`src/rtl/fft_bitrev_reorder.sv`:
```
// Ping-pong frame buffer: natural-order samples in, bit-reversed order out, 1 cycle after a frame completes.
// Define BITREV_BYPASS_EN to add a per-frame bypass input that selects natural-order output.
module fft_bitrev_reorder #(
  parameter int LOG2N  = 6,
  parameter int DATA_W = 16
) (
  input  logic              clk,
  input  logic              rst,
`ifdef BITREV_BYPASS_EN
  input  logic              bypass,
`endif
  input  logic [DATA_W-1:0] in_data,
  input  logic              in_valid,
  output logic              in_ready,
  output logic [DATA_W-1:0] out_data,
  output logic [LOG2N-1:0]  out_index,
  output logic              out_valid,
  input  logic              out_ready,
  output logic              out_last,
  output logic [7:0]        frame_cnt
);

  localparam int N = 1 << LOG2N;
  localparam logic [LOG2N-1:0] LAST_IDX = {LOG2N{1'b1}};

  logic [DATA_W-1:0] bank0_q [N];
  logic [DATA_W-1:0] bank1_q [N];

  logic [1:0]        full_q, full_d;
  logic              wr_bank_q, wr_bank_d;
  logic              rd_bank_q, rd_bank_d;
  logic [LOG2N-1:0]  wr_cnt_q, wr_cnt_d;
  logic [LOG2N-1:0]  rd_cnt_q, rd_cnt_d;
  logic              out_valid_q, out_valid_d;
  logic              out_last_q, out_last_d;
  logic [DATA_W-1:0] out_data_q, out_data_d;
  logic [LOG2N-1:0]  out_index_q, out_index_d;
  logic [7:0]        frame_cnt_q, frame_cnt_d;

  logic              wr_fire, rd_load;
  logic [LOG2N-1:0]  rd_rev, rd_addr;
  logic [DATA_W-1:0] rd_word;

  // in_ready comes from registered state only, so a bank freed this cycle is visible next cycle.
  assign in_ready = !full_q[wr_bank_q];
  assign wr_fire  = in_valid && in_ready;
  assign rd_load  = full_q[rd_bank_q] && (!out_valid_q || out_ready);

  for (genvar k = 0; k < LOG2N; k++) begin : g_rev
    assign rd_rev[k] = rd_cnt_q[LOG2N-1-k];
  end

`ifdef BITREV_BYPASS_EN
  logic bypass_q, bypass_d, bypass_eff;

  // Bypass is captured on the first load of a frame and held until the frame ends.
  assign bypass_eff = (rd_cnt_q == '0) ? bypass : bypass_q;
  assign bypass_d   = (rd_load && (rd_cnt_q == '0)) ? bypass : bypass_q;
  assign rd_addr    = bypass_eff ? rd_cnt_q : rd_rev;

  always_ff @(posedge clk) begin
    if (!rst) bypass_q <= 1'b0;
    else      bypass_q <= bypass_d;
  end
`else
  assign rd_addr = rd_rev;
`endif

  assign rd_word = rd_bank_q ? bank1_q[rd_addr] : bank0_q[rd_addr];

  always_ff @(posedge clk) begin
    if (wr_fire) begin
      if (wr_bank_q) bank1_q[wr_cnt_q] <= in_data;
      else           bank0_q[wr_cnt_q] <= in_data;
    end
  end

  always_comb begin
    full_d      = full_q;
    wr_bank_d   = wr_bank_q;
    rd_bank_d   = rd_bank_q;
    wr_cnt_d    = wr_cnt_q;
    rd_cnt_d    = rd_cnt_q;
    out_valid_d = out_valid_q;
    out_last_d  = out_last_q;
    out_data_d  = out_data_q;
    out_index_d = out_index_q;
    frame_cnt_d = frame_cnt_q;

    if (wr_fire) begin
      wr_cnt_d = wr_cnt_q + LOG2N'(1);
      if (wr_cnt_q == LAST_IDX) begin
        full_d[wr_bank_q] = 1'b1;
        wr_bank_d         = ~wr_bank_q;
      end
    end

    // Write and read banks always differ, so both flag updates can land in one cycle.
    if (rd_load) begin
      out_data_d  = rd_word;
      out_index_d = rd_addr;
      out_last_d  = (rd_cnt_q == LAST_IDX);
      out_valid_d = 1'b1;
      rd_cnt_d    = rd_cnt_q + LOG2N'(1);
      if (rd_cnt_q == LAST_IDX) begin
        full_d[rd_bank_q] = 1'b0;
        rd_bank_d         = ~rd_bank_q;
      end
    end else if (out_ready) begin
      out_valid_d = 1'b0;
    end

    if (out_valid_q && out_ready && out_last_q) frame_cnt_d = frame_cnt_q + 8'd1;
  end

  always_ff @(posedge clk) begin
    if (!rst) begin
      full_q      <= '0;
      wr_bank_q   <= 1'b0;
      rd_bank_q   <= 1'b0;
      wr_cnt_q    <= '0;
      rd_cnt_q    <= '0;
      out_valid_q <= 1'b0;
      out_last_q  <= 1'b0;
      out_data_q  <= '0;
      out_index_q <= '0;
      frame_cnt_q <= '0;
    end else begin
      full_q      <= full_d;
      wr_bank_q   <= wr_bank_d;
      rd_bank_q   <= rd_bank_d;
      wr_cnt_q    <= wr_cnt_d;
      rd_cnt_q    <= rd_cnt_d;
      out_valid_q <= out_valid_d;
      out_last_q  <= out_last_d;
      out_data_q  <= out_data_d;
      out_index_q <= out_index_d;
      frame_cnt_q <= frame_cnt_d;
    end
  end

  assign out_data  = out_data_q;
  assign out_index = out_index_q;
  assign out_valid = out_valid_q;
  assign out_last  = out_last_q;
  assign frame_cnt = frame_cnt_q;

endmodule

```
`config.mk`:
```
export PLATFORM = sky130hd
export DESIGN_NAME = fft_bitrev_reorder
export DESIGN_NICKNAME = d
export VERILOG_FILES = /design/src/rtl/fft_bitrev_reorder.sv
export SDC_FILE = /design/constraint.sdc
export NUM_CORES = 2
export LEC_CHECK = 0
export CAP_MARGIN = 25
export CELL_PAD_IN_SITES_DETAIL_PLACEMENT = 0
export CELL_PAD_IN_SITES_GLOBAL_PLACEMENT = 1
export CORE_MARGIN = 2
export CORE_UTILIZATION = 61
export DETAILED_ROUTE_END_ITERATION = 8
export DONT_BUFFER_PORTS = 1
export PLACE_DENSITY = 0.92
export SETUP_SLACK_MARGIN = 0.1
export SYNTH_ARGS = -nofsm -noshare
export SYNTH_HDL_FRONTEND = slang
export SYNTH_SLANG_ARGS = --single-unit
```
`constraint.sdc`:
```
create_clock -name clk -period 5.86 [get_ports clk]
set_input_delay 1.172 -clock clk [delete_from_list [all_inputs] [get_ports clk]]
set_output_delay 1.172 -clock clk [all_outputs]
set_load 0.005 [all_outputs]
```
# After elaboration in Yosys (flattened, before gate mapping)
# Memories as Yosys holds them, arrays and structs flattened. A register that Yosys moved wholly into a read port is not among the register bits.
# Index checks and enable logic that the tools add are counted.
[word_totals]
elab_cells = 63
n_memories = 2
latch_bits = 0
output_inout_bits = 33
register_bits = 48
mem_bits_rw = 2048
input_bits = 20
rom_bits = 0
[classes]
n_addsub = 3
n_div = 0
n_lt_le_gt_ge = 4
n_mul = 0
n_eq_ne = 2
n_bitwise = 5
n_reduce_logical = 12
shift = 0
n_mux = 25
[memory_table]
columns = ["memory", "words", "width", "rd", "rd_ports_with_merged_regs", "write_ports", "line_no", "rtl"]
rows = [
  ["bank0_q", 64, 16, 1, 1, 1, "26", "logic [DATA_W-1:0] bank0_q [N];"],
  ["bank1_q", 64, 16, 1, 1, 1, "27", "logic [DATA_W-1:0] bank1_q [N];"],
]
[op_table]
columns = ["operator", "count"]
rows = [
  ["$mux 6", 4],
  ["$mux 16", 1],
  ["$mux 1", 14],
  ["$add 6x1->6 const B", 2],
  ["$eq 6x6->1 const B", 2],
  ["$add 8x1->8 const B", 1],
  ["$mux 2", 4],
  ["$logic_and 1x1->1", 6],
  ["$lt 1x2->1 const B", 2],
  ["$reduce_and 2->1", 2],
  ["$and 2x2->2", 1],
  ["$demux 1 s1", 2],
  ["$ge 1x1->1 const B", 2],
  ["$logic_not 1->1", 2],
  ["$not 1->1", 2],
  ["$not 2->2", 1],
  ["$or 2x2->2", 1],
  ["$reduce_bool 2->1", 1],
  ["$logic_or 1x1->1", 1],
]

# Logic depth before layout (Yosys ltp)
[logic_depth]
depth_word = 10
mapped_depth = 11

# Least setup slack after synthesis
# OpenSTA, ideal clock, no wires.
[synth_timing]
path_type = "input to register"
startpoint = "input port in_valid"
endpoint = "memory bank0_q[56][0], enable pin"
setup_slack_ns = 2.697
cell_stages = 3
setup_time_ns = 0.388
t_arrival_ns = 2.775
path_cell_list = "nor3b_1 > nand4_1 > nor2_1"
[synth_via]
elab_chain_len = 3
[synth_rtl]
columns = ["element", "line_no", "rtl"]
rows = [
  ["start, declared", "13", "input logic in_valid,"],
  ["$logic_and 1x1->1", "46", "assign wr_fire = in_valid && in_ready;"],
  ["$mux 1", "72", "if (wr_fire) begin"],
  ["$mux 1 (implied by the code)", "74", "else bank0_q[wr_cnt_q] <= in_data;"],
  ["end, declared", "26", ""],
]
# No other way between the ends.

==> impl_metrics.yaml <==
run_status:
  status: "completed"
setup_path:
  rr_worst_depth: 7
  start_kind: "flop"
  crit_required_ps: 6530
  critPathKind: "reg2reg"
  rr_endpoint: "out_data[2]"
  endpoint_kind: "flop"
  crit_fanout: 114
  r2r_slack_ps: 1470
  arrival_ps: 5060
clocking:
  cts_hold_buffers: 0
  cts_tree: "built"
  cts_inserted_buffers: 193
  cts_resized: 0
  clk_pin_slew_ps: 60
  clock_sinks: 2102
  root_buffer: "clkbuf_16"
  postCtsSetupBuffers: 0
  clock_path_buffers: 3
  htree_levels: 4
  clock_latency_ps: 830
floorplanning:
  top_level_ports: 53
  coreArea_sq_um: 132000
  row_count: 133
  dieWidth_um: 369
  start_util_pct: 61.6
  die-area_sq_um: 136000
  die_h_um: 369
synthesis:
  yosysTopAreaCell: "edfxtp_1"
  syn_area_sq_um: 81200
  synth_area_leaders: "edfxtp_1 76%, mux4_2 11%, mux2i_1 3.6%"
  synthCells: 3905
  post_synth.cell_area_avg_sq_um: 20.8
  synth-edff-count: 2048
  synth_top_area_share_pct: 75.8
  yosysSeqAreaShare_pct: 77.1
  synth_cell_type_count: 60
  mappedNetlistNets: 3928
  synthFlopType: "edfxtp_1"
  synth_seq_cells: 2102
  synth_warnings: 0
  async_flop_share_pct: 0
placed_design:
  gp_congestion: 0.866
  dpl_cell_area_sq_um: 83500
  dp_hpwl_um: 111000
  pre_cts_slack_ps: 1700
  placed_cells: 5613
  io_buffers: 0
sta:
  fin_ws_ps: 1470
  worstMarginPinSlew_ps: 1190
  post-route-period-util_pct: 75.0
  fin_tns_setup_ps: 0
  fin_crit_ps: 4390
  rsz0062_at_grt: "no"
  holdWs_ps: 461
  drv_slew: 0
  fin_skew_ps: 33.6
  max_freq_ghz: 0.228
  hold_viol_final: 0
  setup_violations: 0
  max-slew-margin-rel_pct: 20.8
routing:
  routedWlPerCell_um: 34.5
  route.detailed.drc: 0
  num_vias: 41800
  via_per_inst: 6.99
  first_iter_violations: 6714
  postRouteAntennaNets: 0
  drt_wl_total_um: 206000
  dr.pass1.iters: 6
layout:
  fill_cells: 7554
  final_common_cell: "edfxtp_1"
  nets: 4078
  fin_area_sq_um: 89700
  layout-drive-gt1-share_pct: 20.7
  layout_common_cells: "2048 x edfxtp_1, 386 x mux4_2, 291 x mux2i_1"
  stdcell_count: 5975
  syn_to_final_growth_pct: 10.5
hold_path:
  hold_path_class: "in2reg"
  worstHoldStart: "rst"
  min_to: "frame_cnt[3]"
  min_path_cells: 1
flow_run:
  maxCapViolCount: 0
global_route:
  grt_antenna_before_repair: 3
  grt_pass1_wl_um: 296000
  grt_max_degree: 129
  grt_pass1_vias: 41500
  grt.overflow.total: 0
  grt_usage_pct: 30.6
power:
  vdd_drop_max_uv: 297
  cellPowerDensity_nw_per_um2: 323
  power.leakage_nw: 27.2
[worst max-delay path: stages (launching register included)]
cell and delay [ps]:
dfxtp_4 990, buf_12 590, buf_4 500, mux4_2 410, a22oi_1 180, a21oi_1 250, o2111ai_1 960, nand3_1 190
[cell type report]
type | count | area, sq um | share of cell area (%)
multi-input cells | 1578 | 17200 | 19.2
well taps | 1755 | 2200 | 2.45
clock inverters | 106 | 946 | 1.05
inverters | 5 | 18.8 | 0.0209
clock buffers | 250 | 5240 | 5.84
diodes | 4 | 10.0 | 0.0112
flip-flops and latches | 2102 | 62600 | 69.8
repair buffers | 175 | 1470 | 1.64
[cell families (layout without fill, tap and decap cells)]
| group | count (synthesis) | in the layout | synth area share [%] |
|---|---|---|---|
| fa+ha+maj | 3 | 3 | 0.0463 |
| other cells | 0 | 4 | 0 |
| buf+inv | 225 | 536 | 1.71 |
| simple gates | 481 | 481 | 2.70 |
| compound gates | 359 | 359 | 2.95 |
| flops | 2102 | 2102 | 77.1 |
| mux | 720 | 720 | 15.3 |
| xor+xnor | 15 | 15 | 0.162 |
[through the flow]
step	total power, mW	utilization, %
2_1_floorplan	16.9	-
3_3_place_gp	16.9	63.3
3_5_place_dp	16.9	63.3
4_1_cts	29.0	68.0
5_1_grt	29.5	68.1
6_report	29.0	68.1
[power by group]
group,switching (mW),internal [mW]
clock,5.40,6.96
sequential,0.0105,16.5
combinational,0.0914,0.0292
[per-layer routing]
layer / GRT usage (%) / vias to the layer above / wire, um
met4: 14.1 / 2 / 11000
met3: 8.01 / 628 / 28200
met2: 47.7 / 3341 / 97600
li1: - / 16500 / -
met5: 0 / - / 14
met1: 41.1 / 21300 / 69500
[flip-flops by register name, indices dropped and copies added, names as in the netlist, 2 cells and up, named ones only]
signal,cells
rd_cnt_q,6
frame_cnt,8
wr_cnt_q,6
bank1_q,1024
out_data,16
out_index,6
full_q,2
bank0_q,1024
[synth_stat cells, types with 20 or more instances]
master	n
a22oi_1	104
mux4_1	23
nor3_1	50
a21oi_1	50
o22ai_1	52
nand3_1	48
clkbuf_1	73
o21ai_0	50
nor2_1	172
mux2i_1	291
and2_1	22
buf_4	57
dfxtp_1	54
nand2_1	114
o211ai_1	22
mux2_2	20
edfxtp_1	2048
buf_6	21
mux4_2	386
buf_2	54
[worst max-delay path by stage]
stage / slack [ps] / end / depth (start not counted)
after floorplan: 2700 / bank0_q[56][0] / 3
after CTS: 1510 / out_data[2] / 7
after global routing: 1380 / out_data[2] / 6
after global placement: 1700 / out_data[2] / 7
after detailed placement: 1700 / out_data[2] / 7
final: 1470 / out_data[2] / 7
Power figures use the tool's default switching activity.
